**src/rtl/cpu_pkg.sv**
```systemverilog
// Shared constants and helpers for the 8-bit microcontroller datapath.
package cpu_pkg;
  localparam int PM_ADDR_W    = 8;
  localparam int JMP_NIBBLE_W = 4;
  localparam logic [PM_ADDR_W-1:0] RESET_VECTOR = 8'h00;

  typedef logic [PM_ADDR_W-1:0] pm_addr_t;

  function automatic pm_addr_t jump_target(input logic [JMP_NIBBLE_W-1:0] nibble);
    return {nibble, 4'h0};
  endfunction
endpackage

```
**src/rtl/return_stack.sv**
```systemverilog
// LIFO of return addresses; ignores push when full and pop when empty.
module return_stack
  import cpu_pkg::*;
#(
  parameter int DEPTH = 4,
  parameter int PW    = $clog2(DEPTH)
) (
  input  logic          clk,
  input  logic          sync_reset,
  input  logic          push,
  input  logic          pop,
  input  pm_addr_t      push_data,
  output pm_addr_t      top,
  output logic [PW:0]   ptr,
  output logic          full,
  output logic          empty
);
  logic [DEPTH-1:0][PM_ADDR_W-1:0] mem;
  logic [PW-1:0]                   wr_idx;
  logic [PW-1:0]                   top_idx;

  assign full    = (ptr == (PW+1)'(DEPTH));
  assign empty   = (ptr == '0);
  assign wr_idx  = ptr[PW-1:0];
  // top_idx wraps when empty; top is unused in that case
  assign top_idx = ptr[PW-1:0] - PW'(1);
  assign top     = mem[top_idx];

  always_ff @(posedge clk) begin
    if (sync_reset) begin
      ptr <= '0;
    end else if (push && !full) begin
      mem[wr_idx] <= push_data;
      ptr         <= ptr + (PW+1)'(1);
    end else if (pop && !empty) begin
      ptr <= ptr - (PW+1)'(1);
    end
  end
endmodule

```
**src/rtl/program_sequencer.sv**
```systemverilog
// Program-memory address generator: PC, priority address mux, return stack.
module program_sequencer
  import cpu_pkg::*;
#(
  parameter int STACK_DEPTH = 4,
  parameter int PW          = $clog2(STACK_DEPTH)
) (
  input  logic                    clk,
  input  logic                    sync_reset,
  input  logic                    jmp,
  input  logic                    jmp_nz,
  input  logic                    dont_jmp,
  input  logic                    call,
  input  logic                    ret,
  input  logic                    hold,
  input  logic [JMP_NIBBLE_W-1:0] jmp_addr,
  output logic [PM_ADDR_W-1:0]    pm_addr,
  output logic [PM_ADDR_W-1:0]    pc,
  output logic [PM_ADDR_W-1:0]    from_PS,
  output logic [PW:0]             stack_ptr,
  output logic                    stack_err
);
  pm_addr_t pc_inc, target, stk_top;
  logic     push, pop, err_set, stk_full, stk_empty;

  assign pc_inc  = pc + 8'd1;
  assign target  = jump_target(jmp_addr);
  assign from_PS = pc;

  // Priority: reset > hold > ret > call > jmp > jmp_nz > increment
  always_comb begin
    pm_addr = pc_inc;
    push    = 1'b0;
    pop     = 1'b0;
    err_set = 1'b0;
    if (sync_reset) begin
      pm_addr = RESET_VECTOR;
    end else if (hold) begin
      pm_addr = pc;
    end else if (ret) begin
      if (stk_empty) begin
        err_set = 1'b1;
      end else begin
        pm_addr = stk_top;
        pop     = 1'b1;
      end
    end else if (call) begin
      pm_addr = target;
      if (stk_full) err_set = 1'b1;
      else          push    = 1'b1;
    end else if (jmp || (jmp_nz && !dont_jmp)) begin
      pm_addr = target;
    end
  end

  always_ff @(posedge clk) begin
    if (sync_reset) begin
      pc        <= RESET_VECTOR;
      stack_err <= 1'b0;
    end else begin
      pc <= pm_addr;
      if (err_set) stack_err <= 1'b1;
    end
  end

  return_stack #(.DEPTH(STACK_DEPTH), .PW(PW)) u_stack (
    .clk        (clk),
    .sync_reset (sync_reset),
    .push       (push),
    .pop        (pop),
    .push_data  (pc_inc),
    .top        (stk_top),
    .ptr        (stack_ptr),
    .full       (stk_full),
    .empty      (stk_empty)
  );
endmodule
```
**config.mk**
```make
export PLATFORM = sky130hd
export DESIGN_NAME = program_sequencer
export DESIGN_NICKNAME = d
export VERILOG_FILES = /design/src/rtl/cpu_pkg.sv /design/src/rtl/return_stack.sv /design/src/rtl/program_sequencer.sv
export SDC_FILE = /design/constraint.sdc
export NUM_CORES = 1
export LEC_CHECK = 0
export ABC_AREA = 1
export CAP_MARGIN = 25
export CORE_MARGIN = 2
export CORE_UTILIZATION = 50
export DETAILED_ROUTE_END_ITERATION = 7
export GPL_TIMING_DRIVEN = 0
export PLACE_DENSITY = 0.76
export SLEW_MARGIN = 10
export SYNTH_ARGS = -nofsm -noshare
export SYNTH_HDL_FRONTEND = slang
export SYNTH_SLANG_ARGS = --single-unit
```
**constraint.sdc**
```tcl
create_clock -name clk -period 3.78 [get_ports clk]
set_input_delay 0.378 -clock clk [delete_from_list [all_inputs] [get_ports clk]]
set_output_delay 0.378 -clock clk [all_outputs]
set_load 0.01 [all_outputs]
```
==> results.cfg <==
[critical_path]
slowest_delay_ps = 530
crit_path_max_fanout = 11
cp_slowest_cell = clkdlybuf4s50_1
crit_type = reg -> out
cp_data_required_time_ps = 3400
critPathTopFamily = buffers and inverters
worst-path-buf-inv = 5
start_kind = flip-flop
critPathMostFrequentCell = nand2_1
cp-startpoint = u_stack.ptr[0]
r2r_start = u_stack.ptr[0]
end_kind = output port
path_cells = buf_6 > clkinv_4 > buf_12 > ha_1 > inv_1 > o21ai_0 > o221ai_1 > nand2_1 > nand2_1 > clkdlybuf4s50_1
arrival_ps = 2870

[synth]
synthCells = 248
syn_area_um2 = 2282
syn_avg_cell_area_um2 = 9.202
yosys.cell_types.count = 34
seq_area_frac_synth = 0.5263
synth_area_leaders = edfxtp_1 (42%), dfxtp_1 (11%), nand2_1 (10%)
synth_top_area_frac = 0.4211
synth_top_area_cell = edfxtp_1
ys_warn_count = 0
synth-seq-cells = 44
syn-num-nets = 266

[sta]
fin_crit_sh = 0.8581
final_max_slew_viol_count = 0
tightest_slew_ps = 787.1
final_critical_path_setup_slack_ps = 536.5
max_freq_mhz = 308.3
layout_min_cycle_time_ps = 3244
rsz0062_at_grt = false
finClkSkew_ps = 8.132
setup_violations = 0
setup_tns_ps = 0
hold_viol = 0
relSlewSlack = 0.4733

[pwr]
sw_frac_of_total = 0.2562
power.internal_mw = 0.8240
p_leak_nw = 1.203
p_per_area_nw_per_um2 = 388.3
clockPowerShare = 0.329
power.total_mw = 1.108
combPwrFrac = 0.179
ir_worst_vdd_mv = 0.3693
power.switching_mw = 0.2838
pwr-share-seq = 0.492

[detailed_routing]
via_count = 1784
drt_pass1_iterations = 4
ant_nets = 0
detail_route.wirelength_um = 4819
route.detailed.drc = 0
via_per_inst = 5.141
wl_per_cell_um = 13.89
drtIter0Drc = 135

[worst_hold_path]
hp-start = stack_err
hold_class = reg -> reg

[cts]
cts_sinks = 44
clk_pin_slew_ps = 80
cts_tree = yes
clkLatencyLatePin_ps = 300
cts_resized = 0
clock_path_buffers = 2
cts-root-buf = clkbuf_8
cts-buffers-inserted = 5
ctsHoldBuffers = 0
post_cts_buffers = 0
cts-htree-levels = 2

[cells_and_area]
multi_input_area_um2 = 840.8
fillers = 364
utilization = 0.6507
syn_to_final_growth_pct = 25.00
seq_area_um2 = 1201
nNetsFinal = 312
n_antenna_cell = 0
drive_gt1_frac = 0.1288
layout_commonest_cell = nand2_1
final_cell_mix = nand2_1 (61), clkdlybuf4s50_1 (39), edfxtp_1 (32), inv_1 (26), nand3_1 (25)

[status]
status = finished clean

[floorplan]
initial_core_util = 0.5205
core_um2 = 4384
dieArea_um2 = 5121
rows = 24
fp.dieH_um = 71.56
num_io_pins = 40
die_width_um = 71.56

[global_routing]
grt_max_degree = 16
grt_antenna_before_repair = 0
track_usage = 0.1993
grt_pass1_wl_um = 7741
grt_pass1_vias = 1687
grt_overflow_total = 0

[job]
cap_violations = 0

[placement]
place_worst_setup_slack_ps = 854.5
numPortBuffers = 39
dp_hpwl_um = 3619
routabilityCongestion = 0.8128
-- flip-flops by register name, indices dropped and copies added, names as in the netlist --
signal       count
stack_err        1
u_stack.mem     32
from_PS          8
u_stack.ptr      3
-- kinds of logic after synthesis --
kind of cell / synth area share
AND/OR/NAND/NOR: 0.2281
buffers and inverters: 0.1053
flip-flops: 0.5263
AO/OA/AOI/OAI: 0.1003
adder cells (fa/ha/maj): 0.03618
XOR/XNOR: 0.003838
-- per-layer routing --
layer | vias up | share of wire | wire, um | GRT usage
li1 | 911 | - | - | -
met1 | 825 | 0.43 | 2058 | 0.2502
met2 | 41 | 0.51 | 2469 | 0.3560
met3 | 7 | 0.047 | 226 | 0.03376
met4 | 0 | 0.013 | 64 | 0.05241
met5 | - | 0 | 0 | 0
-- power by group through the flow --
| stage | Combinational, mW | Sequential (mW) | Clock [mW] |
|---|---|---|---|
| 3_3_place_gp | 0.196 | 0.556 | 0 |
| 4_1_cts | 0.201 | 0.545 | 0.367 |
| 3_5_place_dp | 0.200 | 0.556 | 0 |
| 2_1_floorplan | 0.112 | 0.558 | 0 |
| 6_report | 0.199 | 0.545 | 0.364 |
| 5_1_grt | 0.219 | 0.547 | 0.388 |
-- path summary, 6_finish.rpt --
| path | end | slack, ps | cells past startpoint |
|---|---|---|---|
| setup / recovery | pm_addr[2] | 540 | 10 |
| hold reg to reg | stack_err | 480 | 1 |
| hold / removal | stack_err | 480 | 1 |
| setup reg to reg | u_stack.mem[0] | 1230 | 9 |
-- synth_stat cells (all sizes together) --
| master | n |
|---|---|
| a21oi | 22 |
| buf | 13 |
| clkbuf | 1 |
| clkinv | 2 |
| dfxtp | 12 |
| edfxtp | 32 |
| fa | 1 |
| ha | 5 |
| inv | 28 |
| nand2 | 66 |
| nand3 | 26 |
| nand4 | 2 |
| nor2 | 19 |
| o21a | 1 |
| o21ai | 12 |
| o21bai | 1 |
| o221ai | 2 |
| or2 | 2 |
| xor2 | 1 |
-- stage by stage --
stage               instance area (um^2)  std cells  hold WS, ps
finish                              2853        347        475.9
CTS                                 2853        347        485.4
global placement                    2738        339        456.8
floorplan                           2282        248        509.1
global route                        2853        347        501.2
detailed placement                  2738        339        460.5
-- layout make-up --
class / count / share of cell area
clock buffers: 5 / 0.02412
inverters: 30 / 0.04123
plain buffers: 14 / 0.04298
flip-flops and latches: 44 / 0.4211
clock inverters: 3 / 0.01623
repair buffers: 39 / 0.1368
multi-input cells: 160 / 0.2947
well taps: 52 / 0.02281
Note: power is estimated with default switching activity, not from simulation.
